===== config.mk =====
export PLATFORM = sky130hd
export DESIGN_NAME = aclint_timer
export DESIGN_NICKNAME = d
export VERILOG_FILES = /design/src/rtl/aclint_pkg.sv /design/src/rtl/aclint_tick_gen.sv /design/src/rtl/aclint_timer.sv
export SDC_FILE = /design/constraint.sdc
export NUM_CORES = 1
export LEC_CHECK = 0
export CAP_MARGIN = 10
export CORE_ASPECT_RATIO = 0.9
export CORE_MARGIN = 3
export CORE_UTILIZATION = 25
export DETAILED_ROUTE_END_ITERATION = 16
export DONT_BUFFER_PORTS = 1
export GPL_ROUTABILITY_DRIVEN = 1
export PLACE_DENSITY = 0.43
export RECOVER_POWER = 50
export SLEW_MARGIN = 20
export SYNTH_ARGS = -nofsm -noshare
export SYNTH_HDL_FRONTEND = slang
export SYNTH_SLANG_ARGS = --single-unit

===== constraint.sdc =====
create_clock -name clk_i -period 3.98 [get_ports clk_i]
set_input_delay 0.398 -clock clk_i [delete_from_list [all_inputs] [get_ports clk_i]]
set_output_delay 0.398 -clock clk_i [all_outputs]
set_load 0.03 [all_outputs]

===== src/rtl/aclint_pkg.sv =====
// ----------------------------------------------------------------------------
// aclint_pkg: register map, CTRL layout and byte-merge helpers. Rev 1.0
// ----------------------------------------------------------------------------
`default_nettype none

package aclint_pkg;

    localparam logic [15:0] MSIP_BASE     = 16'h0000;
    localparam logic [15:0] MTIMECMP_BASE = 16'h4000;
    localparam logic [15:0] MTIME_BASE    = 16'hBFF8;
    localparam logic [15:0] SSIP_BASE     = 16'hC000;
    localparam logic [15:0] CTRL_OFF      = 16'hD000;
    localparam logic [15:0] PRESCALE_OFF  = 16'hD004;

    localparam int CTRL_SRC_BIT = 0;
    localparam int CTRL_EN_BIT  = 1;

    typedef struct packed {
        logic enable;
        logic src;
    } ctrl_t;

    localparam ctrl_t CTRL_RESET = '{enable: 1'b1, src: 1'b0};

    function automatic logic [63:0] be_merge64(input logic [63:0] old_val,
                                               input logic [63:0] new_val,
                                               input logic [7:0]  be);
        logic [63:0] res;
        for (int b = 0; b < 8; b++) begin
            res[b*8 +: 8] = be[b] ? new_val[b*8 +: 8] : old_val[b*8 +: 8];
        end
        return res;
    endfunction

    function automatic logic [31:0] be_merge32(input logic [31:0] old_val,
                                               input logic [31:0] new_val,
                                               input logic [3:0]  be);
        logic [31:0] res;
        for (int b = 0; b < 4; b++) begin
            res[b*8 +: 8] = be[b] ? new_val[b*8 +: 8] : old_val[b*8 +: 8];
        end
        return res;
    endfunction

endpackage

`default_nettype wire


===== src/rtl/aclint_tick_gen.sv =====
// ----------------------------------------------------------------------------
// aclint_tick_gen: synchronised RTC edge detector and programmable prescaler. Rev 1.0
// ----------------------------------------------------------------------------
`default_nettype none

module aclint_tick_gen #(
    parameter int unsigned PRESCALE_W  = 16,
    parameter int unsigned SYNC_STAGES = 2
) (
    input  logic                  clk_i,
    input  logic                  rst_ni,
    input  logic                  rtc_i,
    input  logic                  src_i,
    input  logic                  enable_i,
    input  logic [PRESCALE_W-1:0] prescale_i,
    input  logic                  reload_i,
    output logic                  tick_o
);

    logic [SYNC_STAGES-1:0] sync_q;
    logic                   rtc_prev_q;
    logic [PRESCALE_W-1:0]  cnt_q;
    logic                   rtc_edge;
    logic                   pre_tick;

    always_ff @(posedge clk_i or negedge rst_ni) begin
        if (!rst_ni) begin
            sync_q     <= '0;
            rtc_prev_q <= 1'b0;
            cnt_q      <= '0;
        end else begin
            sync_q     <= {sync_q[SYNC_STAGES-2:0], rtc_i};
            rtc_prev_q <= sync_q[SYNC_STAGES-1];
            if (reload_i || (cnt_q == '0)) begin
                cnt_q <= prescale_i;
            end else begin
                cnt_q <= cnt_q - PRESCALE_W'(1);
            end
        end
    end

    assign rtc_edge = sync_q[SYNC_STAGES-1] & ~rtc_prev_q;
    // A reload restarts the period, so it swallows a coincident terminal count.
    assign pre_tick = (cnt_q == '0) && !reload_i;
    assign tick_o   = enable_i && (src_i ? pre_tick : rtc_edge);

endmodule

`default_nettype wire


===== src/rtl/aclint_timer.sv =====
// ----------------------------------------------------------------------------
// aclint_timer: 64-bit mtime, per-hart mtimecmp/MSIP/SSIP behind a req/gnt port. Rev 1.0
// ----------------------------------------------------------------------------
`default_nettype none

module aclint_timer
    import aclint_pkg::*;
#(
    parameter int unsigned NR_HARTS    = 1,
    parameter int unsigned DATA_WIDTH  = 64,
    parameter int unsigned PRESCALE_W  = 16,
    parameter int unsigned SYNC_STAGES = 2
) (
    input  logic                    clk_i,
    input  logic                    rst_ni,
    input  logic                    req_i,
    input  logic                    we_i,
    input  logic [15:0]             addr_i,
    input  logic [DATA_WIDTH-1:0]   wdata_i,
    input  logic [DATA_WIDTH/8-1:0] be_i,
    output logic                    gnt_o,
    output logic                    rvalid_o,
    output logic [DATA_WIDTH-1:0]   rdata_o,
    output logic                    err_o,
    input  logic                    rtc_i,
    output logic [NR_HARTS-1:0]     timer_irq_o,
    output logic [NR_HARTS-1:0]     msip_o,
    output logic [NR_HARTS-1:0]     ssip_o
);

    localparam logic        PORT64     = (DATA_WIDTH == 64);
    localparam logic [12:0] NR_HARTS_L = 13'(NR_HARTS);

    // Internally every access is seen as a 64-bit doubleword with byte lanes.
    logic [63:0]           wdata64;
    logic [7:0]            be64;
    logic [63:0]           rdata64;
    logic [DATA_WIDTH-1:0] rdata_sel;

    if (DATA_WIDTH == 64) begin : g_port64
        assign wdata64   = 64'(wdata_i);
        assign be64      = 8'(be_i);
        assign rdata_sel = DATA_WIDTH'(rdata64);
    end else begin : g_port32
        assign wdata64   = 64'({wdata_i, wdata_i});
        assign be64      = 8'(addr_i[2] ? {be_i, 4'b0000} : {4'b0000, be_i});
        assign rdata_sel = DATA_WIDTH'(addr_i[2] ? rdata64[63:32] : rdata64[31:0]);
    end

    logic        sel_hi;
    logic [31:0] wdata32;
    logic [3:0]  be4;

    assign sel_hi  = addr_i[2];
    assign wdata32 = sel_hi ? wdata64[63:32] : wdata64[31:0];
    assign be4     = sel_hi ? be64[7:4] : be64[3:0];

    // Address decode
    logic        sel_msip, sel_cmp, sel_mtime, sel_ssip, sel_ctrl, sel_pre;
    logic [12:0] cmp_hart;
    logic [11:0] hart_idx;
    logic        is_reg64, mapped, hart_bad, bad, wr_ok;
    logic        unused_cmp_msb;

    assign sel_msip  = addr_i[15:14] == MSIP_BASE[15:14];
    assign sel_cmp   = (addr_i >= MTIMECMP_BASE) && (addr_i < MTIME_BASE);
    assign sel_mtime = addr_i[15:3] == MTIME_BASE[15:3];
    assign sel_ssip  = addr_i[15:12] == SSIP_BASE[15:12];
    assign sel_ctrl  = addr_i[15:2] == CTRL_OFF[15:2];
    assign sel_pre   = addr_i[15:2] == PRESCALE_OFF[15:2];
    assign cmp_hart  = addr_i[15:3] - MTIMECMP_BASE[15:3];
    assign unused_cmp_msb = cmp_hart[12];

    always_comb begin
        hart_idx = '0;
        is_reg64 = 1'b0;
        mapped   = 1'b1;
        if (sel_msip) begin
            hart_idx = addr_i[13:2];
        end else if (sel_cmp) begin
            hart_idx = cmp_hart[11:0];
            is_reg64 = 1'b1;
        end else if (sel_mtime) begin
            is_reg64 = 1'b1;
        end else if (sel_ssip) begin
            hart_idx = {2'b00, addr_i[11:2]};
        end else if (!(sel_ctrl || sel_pre)) begin
            mapped = 1'b0;
        end
    end

    assign hart_bad = (sel_msip || sel_cmp || sel_ssip) && ({1'b0, hart_idx} >= NR_HARTS_L);
    // A 64-bit register on a 64-bit port must sit on a doubleword boundary.
    assign bad      = !mapped || (addr_i[1:0] != 2'b00) || hart_bad
                      || (PORT64 && is_reg64 && addr_i[2]);
    assign wr_ok    = req_i && we_i && !bad;

    // Global registers
    ctrl_t                 ctrl_q, ctrl_new;
    logic [PRESCALE_W-1:0] prescale_q, prescale_next;
    logic [63:0]           mtime_q;
    logic                  wr_ctrl, wr_pre, mtime_wr, tick;

    assign wr_ctrl  = wr_ok && sel_ctrl;
    assign wr_pre   = wr_ok && sel_pre;
    assign mtime_wr = wr_ok && sel_mtime && (be64 != 8'h00);

    always_comb begin
        ctrl_new = ctrl_q;
        if (be4[0]) begin
            ctrl_new.src    = wdata32[CTRL_SRC_BIT];
            ctrl_new.enable = wdata32[CTRL_EN_BIT];
        end
        prescale_next = prescale_q;
        if (wr_pre) begin
            prescale_next = PRESCALE_W'(be_merge32(32'(prescale_q), wdata32, be4));
        end
    end

    always_ff @(posedge clk_i or negedge rst_ni) begin
        if (!rst_ni) begin
            ctrl_q     <= CTRL_RESET;
            prescale_q <= '0;
            mtime_q    <= '0;
        end else begin
            if (wr_ctrl) begin
                ctrl_q <= ctrl_new;
            end
            prescale_q <= prescale_next;
            // A bus write beats a coincident tick.
            if (mtime_wr) begin
                mtime_q <= be_merge64(mtime_q, wdata64, be64);
            end else if (tick) begin
                mtime_q <= mtime_q + 64'd1;
            end
        end
    end

    aclint_tick_gen #(
        .PRESCALE_W  (PRESCALE_W),
        .SYNC_STAGES (SYNC_STAGES)
    ) u_tick_gen (
        .clk_i      (clk_i),
        .rst_ni     (rst_ni),
        .rtc_i      (rtc_i),
        .src_i      (ctrl_q.src),
        .enable_i   (ctrl_q.enable),
        .prescale_i (prescale_next),
        .reload_i   (wr_ctrl || wr_pre),
        .tick_o     (tick)
    );

    // Per-hart registers
    logic [63:0] cmp_arr [NR_HARTS];

    for (genvar h = 0; h < NR_HARTS; h++) begin : g_hart
        logic        hit;
        logic [63:0] cmp_q;
        logic        msip_q, ssip_q, irq_q;

        assign hit = wr_ok && (hart_idx == 12'(h));

        always_ff @(posedge clk_i or negedge rst_ni) begin
            if (!rst_ni) begin
                cmp_q  <= '1;
                msip_q <= 1'b0;
                ssip_q <= 1'b0;
                irq_q  <= 1'b0;
            end else begin
                if (hit && sel_cmp) begin
                    cmp_q <= be_merge64(cmp_q, wdata64, be64);
                end
                if (hit && sel_msip && be4[0]) begin
                    msip_q <= wdata32[0];
                end
                if (hit && sel_ssip && be4[0]) begin
                    ssip_q <= wdata32[0];
                end
                irq_q <= (mtime_q >= cmp_q);
            end
        end

        assign cmp_arr[h]     = cmp_q;
        assign msip_o[h]      = msip_q;
        assign ssip_o[h]      = ssip_q;
        assign timer_irq_o[h] = irq_q;
    end

    // Read mux: 32-bit registers land in the lane chosen by addr_i[2].
    logic [31:0] rd32;
    logic [63:0] rd64;

    always_comb begin
        rd32 = '0;
        rd64 = '0;
        for (int h = 0; h < NR_HARTS; h++) begin
            if (hart_idx == 12'(h)) begin
                if (sel_cmp)  rd64 = cmp_arr[h];
                if (sel_msip) rd32 = {31'b0, msip_o[h]};
                if (sel_ssip) rd32 = {31'b0, ssip_o[h]};
            end
        end
        if (sel_mtime) rd64 = mtime_q;
        if (sel_ctrl) begin
            rd32[CTRL_SRC_BIT] = ctrl_q.src;
            rd32[CTRL_EN_BIT]  = ctrl_q.enable;
        end
        if (sel_pre) rd32 = 32'(prescale_q);
        rdata64 = is_reg64 ? rd64 : (sel_hi ? {rd32, 32'b0} : {32'b0, rd32});
    end

    // Response stage
    logic                  rvalid_q, err_q;
    logic [DATA_WIDTH-1:0] rdata_q;

    always_ff @(posedge clk_i or negedge rst_ni) begin
        if (!rst_ni) begin
            rvalid_q <= 1'b0;
            err_q    <= 1'b0;
            rdata_q  <= '0;
        end else begin
            rvalid_q <= req_i;
            err_q    <= req_i && bad;
            rdata_q  <= (req_i && !we_i && !bad) ? rdata_sel : '0;
        end
    end

    assign gnt_o    = req_i;
    assign rvalid_o = rvalid_q;
    assign err_o    = err_q;
    assign rdata_o  = rdata_q;

endmodule

`default_nettype wire


---- Word level (Yosys, flattened, before mapping) ----
Cells that the tools add are included.
cells by class
  $add $sub $neg .......................... 3
  $lt $le $gt $ge ......................... 4
  eq/ne operators ......................... 12
  multiplexer cells ....................... 40
  bitwise gates (word level) .............. 2
  reduce and logical (&&, ||, !) cells .... 55
operators with widths
  kind                                                                     number
  64-bit two-way mux                                                       8
  32-bit two-way mux                                                       3
  8-bit two-way mux                                                        10
  64-bit by 1-bit adder with 64-bit output, second input constant          1
  64-bit >= comparator                                                     1
  16-bit two-way mux                                                       3
  2-bit AND reduction                                                      17
  14-bit == test, second input constant                                    2
  12-bit two-way mux                                                       2
  1-bit logical AND                                                        20
  10-bit two-way mux                                                       2
  16-bit by 15-bit >= comparator with 1-bit output, second input constant  1
  16-bit zero test                                                         1
  16-bit < comparator, second input constant                               1
  2-bit inequality test, second input constant                             8
  16-bit by 1-bit subtractor with 16-bit output, second input constant     1
  13-bit == test, second input constant                                    1
  12-bit by 1-bit >= comparator with 1-bit output, second input constant   1
  12-bit zero test                                                         1
  12-bit subtractor, second input constant                                 1
  1-bit two-way mux                                                        10
  1-bit logical OR                                                         8
  8-bit nonzero test                                                       1
  4-bit == test, second input constant                                     1
  6 further kinds                                                          11
storage, ports and cells
  bits in registers ....................... 234
  bits of input ports ..................... 93
  output and inout bits ................... 70
  logic and storage cells ................. 144

---- Longest topological paths before layout ----
  word-level depth ........................ 21
  mapped depth ............................ 12
  depth with buffers taken out ............ 10

---- Modules after synthesis ----
A second synthesis with hierarchy kept.
second synthesis, totals
  cells, all modules ...................... 1355
  area total of the unflattened synthesis .. 13026.2 um^2
modules (own cells, without submodules)
  module           times used  cells an instance  area an instance (um^2)  sequential area each (um^2)
  aclint_timer     1           1257               12060.3                  5461.5
  aclint_tick_gen  1           98                 965.9                    475.5

---- Worst setup path after synthesis ----
No wires, ideal clock.
  kind .................................... input-to-reg
  start ................................... input port addr_i[3]
  end ..................................... register g_hart[0].cmp_q[48] (netlist: cmp_arr[48])
  setup time .............................. 0.082 ns
  arrival time ............................ 2.540 ns
  required time ........................... 3.898 ns
  path slack .............................. 1.358 ns
  stages .................................. 10
  path buffers ............................ 2
  cell sequence ........................... or4_4 -> nand2b_4 -> nor4_4 -> buf_4 -> nor2_2 -> nor2_4 -> and3b_2 -> buf_12 -> nand2_8 -> mux2_4
between the ends
  cells in the longest elaborated chain, start to end .. 16
  elaborated cells on any way between the ends .. 35
  classes of those cells .................. add/sub: 1; order compare: 3; eq/ne: 3; mux: 12; reduce/logical: 16
RTL lines
  element                                                                                    line                 text
  from (decl)                                                                                aclint_timer.sv:18   input logic [15:0] addr_i,
  branches (longest 14 deep; another with 16-bit by 15-bit >= comparator with 1-bit output)  --
  1-bit logical AND (*)                                                                      aclint_timer.sv:170  if (hit && sel_cmp) begin
  2-bit AND reduction (no line) (*)                                                          --
  to (signal assigned)                                                                       aclint_timer.sv:171  cmp_q <= be_merge64(cmp_q, wdata64, be64);
  to (decl)                                                                                  aclint_timer.sv:158  logic [63:0] cmp_q;
Mark *: on every way between the ends.
A chain may end at the register's enable or synchronous reset.

---- Final worst setup path ----
  start ................................... register mtime_q[0]
  end ..................................... register mtime_q[62]
between the ends
  cells in the longest elaborated chain, start to end .. 3
RTL lines
  element                                   line                 text
  from (decl)                               aclint_timer.sv:101  logic [63:0] mtime_q;
  from (signal assigned)                    aclint_timer.sv:132  mtime_q <= be_merge64(mtime_q, wdata64, be64);
  from (signal assigned)                    aclint_timer.sv:134  mtime_q <= mtime_q + 64'd1;
  64-bit by 1-bit adder with 64-bit output  aclint_timer.sv:134
  64-bit two-way mux                        aclint_timer.sv:133  end else if (tick) begin
  64-bit two-way mux                        aclint_timer.sv:131  if (mtime_wr) begin
No other way between the ends. The select of a mux whose other input is x is not followed.

==> metrics <==
status complete, but fails checks; failing checks hold timing; pwr/cell area approximately 360 nW/um2; Fin. Hold Viols about 200; clk buf depth 3; synthesized area per cell 9.95 um2; GPL Wtd Cong between 0.8 and 0.9; global-route wire length before repair roughly 71,000 um; PostCTS Resize Cnt 0; largest net degree at the start of global routing about 240; CP Class reg2reg; Area after DPL approximately 14,000 um2; Post-Syn Nets 1,515; WL/cell between 20 and 25 um; top routing layer in use met5; TritonCTS clock tree done; Reg power frac 0.446; CTS Root Buffer Type clkbuf_16; Largest stage delay, worst path between 0.6 and 0.7 ns; DR WL met2 just over 20,000 um; Via density between 5 and 6; die area 56,800 um2; layout cell share with drive strength beyond 1 0.173; post-layout instance area about 16,000 um2; sequential cell area fraction in the yosys report 0.440; global route total overflow 0; Sw Pwr roughly 1.4 mW; Leakage around 6.7 nW; Worst setup SP type flip-flop; combinational share of power 0.061; M1 wire length between 20,000 and 25,000 um; Slew HR 0.410; clk slew on worst S/H paths about 0.070 ns; Hold Worst Slack -0.448 ns; hpwl dp between 30,000 and 40,000 um; vias in the first global route 10,801; Synth Instances ~1,400; final WL 47,300 um; number of synthesized register bits 234; row count 80; CP arrival between 3 and 4 ns; fin nets 1,575; period utilization 0.830; Synth cell types 77; Hold WC Path Type in2async; register-to-register setup slack about 0.68 ns; GRT Util Overall 0.164; drt pass-1 iters 6; Clk network pwr share 0.492; Worst-Skew Late Latency between 0.5 and 0.6 ns; metal3 WL 3230 um; initial DRC count 787; sw frac 0.237; Post CTS Setup Buffer Count 0; Die Y 226 um; TritonCTS buffer count 28; final critical-path required period roughly 3.3 ns; final slew viol count 0; Worst setup EP type flip-flop; # IOs 163; worst path cell trace ha_1, and2_0, nand3_1, or4_1, nor2_1, nand4_1, o21ai_1, a21oi_1, a21oi_1; R2R Path End mtime_q[62]; Placeable Area roughly 53,000 um2; ys flop type dfrtp_1; H-Tree Depth 1; Die Width around 250 um; post-route ant nets 0; Bufs and invs on worst path 0; async set-reset flop share out of synthesis 1.00; R2R Path Start mtime_q[0]; VDD IR max around 0.00029 V; Post-synth EDFFs 0; Reg2Reg Depth 9; MaxCap Viol Count 0; most frequent cells in the layout dfrtp_1 (169), nor2_1 (118), nand2_1 (106), a21oi_1 (93), inv_1 (77); Stages on worst setup path 9; Final Skew approximately 0.017 ns; Worst path top cell family by delay simple AND/OR/NAND/NOR gates; starting density of the core 0.254; Required @ worst endpoint roughly 4.5 ns; antenna violations before repair 1; Crit-path slowest cell or4_1; crit path from mtime_q[0]; slew of the pin with the lowest slew margin 0.878 ns; Fmax 303 MHz; vias 10,810; worst-path fanout max 6; warnings from Yosys 0; Post-route DRC 0; CP most frequent cell a21oi_1; commonest non-fill, non-tap cell in the layout dfrtp_1; Post-Syn Area 13,500 um2; internal power between 4 and 5 mW; RSZ-0062 raised after global routing false; sink count of the clock tree about 230; Layout Area Growth over Synthesis 18.3%; hold buffer count at CTS approximately 70; setup_tns 0 ns; Final setup violation count 0; Port Buf Inserts 0
-- worst register-to-register path, stage by stage (launching register included) --
cell and delay, ns:
dfrtp_1 0.45, ha_1 0.19, and2_0 0.31, nand3_1 0.29
or4_1 0.64, nor2_1 0.33, nand4_1 0.51, o21ai_1 0.30
a21oi_1 0.09, a21oi_1 0.13
-- routing by layer --
layer	vias up	GRT usage
li1	5049	-
met1	5414	0.239
met2	306	0.252
met3	37	0.0424
met4	4	0.0218
met5	-	0
-- power by group through the flow --
stage / sequential [mW] / combinational [mW] / clock, mW
floorplan: 2.57 / 0.244 / 0
global placement: 2.59 / 0.271 / 0
detailed placement: 2.59 / 0.277 / 0
CTS: 2.55 / 0.354 / 2.91
global route: 2.56 / 0.387 / 3.00
finish: 2.55 / 0.351 / 2.82
-- cell families after synthesis --
| group | synth area share |
|---|---|
| adders and majority gates | 0.0622 |
| AOI/OAI and AO/OA | 0.162 |
| and+or+nand+nor | 0.178 |
| buffers and inverters | 0.0425 |
| DFF | 0.440 |
| muxes | 0.105 |
| xor gates and xnor gates | 0.00974 |
-- registers in the layout (all words and copies together), names as in the netlist, 2 cells and up --
register	count
cmp_arr	64
mtime_q	64
rdata_o	64
prescale_q	16
u_tick_gen.cnt_q	16
ctrl_q	2
u_tick_gen.sync_q	2
-- through the flow --
step	utilization	hold slack, ns	setup WS, ns	power [mW]	std cells
floorplan	-	0.102	1.36	2.82	1355
global placement	0.269	0.124	0.657	2.86	2014
detailed placement	0.269	0.122	0.484	2.87	2014
CTS	0.300	-0.487	0.754	5.81	2133
global route	0.300	-0.490	0.462	5.95	2133
finish	0.300	-0.448	0.678	5.72	2134
-- cell usage after synthesis (5+ instances only) --
cell type,number,share of area
nand4_1,32,0.015
nand3_1,51,0.019
o22ai_1,11,0.0051
a21o_1,17,0.0095
nor3b_1,7,0.0039
mux2i_1,21,0.016
inv_1,77,0.021
a31oi_1,7,0.0032
o21a_1,7,0.0039
nor3_1,18,0.0067
mux2_4,64,0.071
nor2_1,118,0.033
dfrtp_1,169,0.31
ha_1,67,0.062
and4_1,7,0.0045
xnor2_1,5,0.0032
a21oi_1,93,0.035
a22o_1,17,0.011
or3_1,5,0.0023
clkbuf_1,38,0.011
mux2_2,18,0.015
and3_1,27,0.013
and2_1,13,0.0060
a211oi_1,10,0.0056
nand2_8,8,0.012
dfstp_2,65,0.13
o31ai_1,5,0.0028
xor2_1,10,0.0065
o21ai_0,59,0.022
o21ai_1,27,0.010
nor2b_1,9,0.0042
nand2_1,106,0.029
buf_2,16,0.0059
a22oi_1,67,0.037
nor4_1,9,0.0042
nand2b_1,7,0.0032
-- how the worst max path moves through the flow --
stage                  endpoint  slack [ns]
global route        mtime_q[62]        0.46
finish              mtime_q[62]        0.68
CTS                 mtime_q[60]        0.75
global placement    mtime_q[45]        0.66
floorplan           cmp_arr[48]        1.36
detailed placement  mtime_q[46]        0.48
-- area by class of cell --
class,count,area (um2)
fillers,5503,37200
multi-input cells,982,7000
flip-flops and latches,234,5940
repair buffers,92,873
well taps,697,872
clock buffers,35,768
inverters,77,289
clock inverters,16,223
diodes,1,2.50
(Power assumes the default switching activity.)
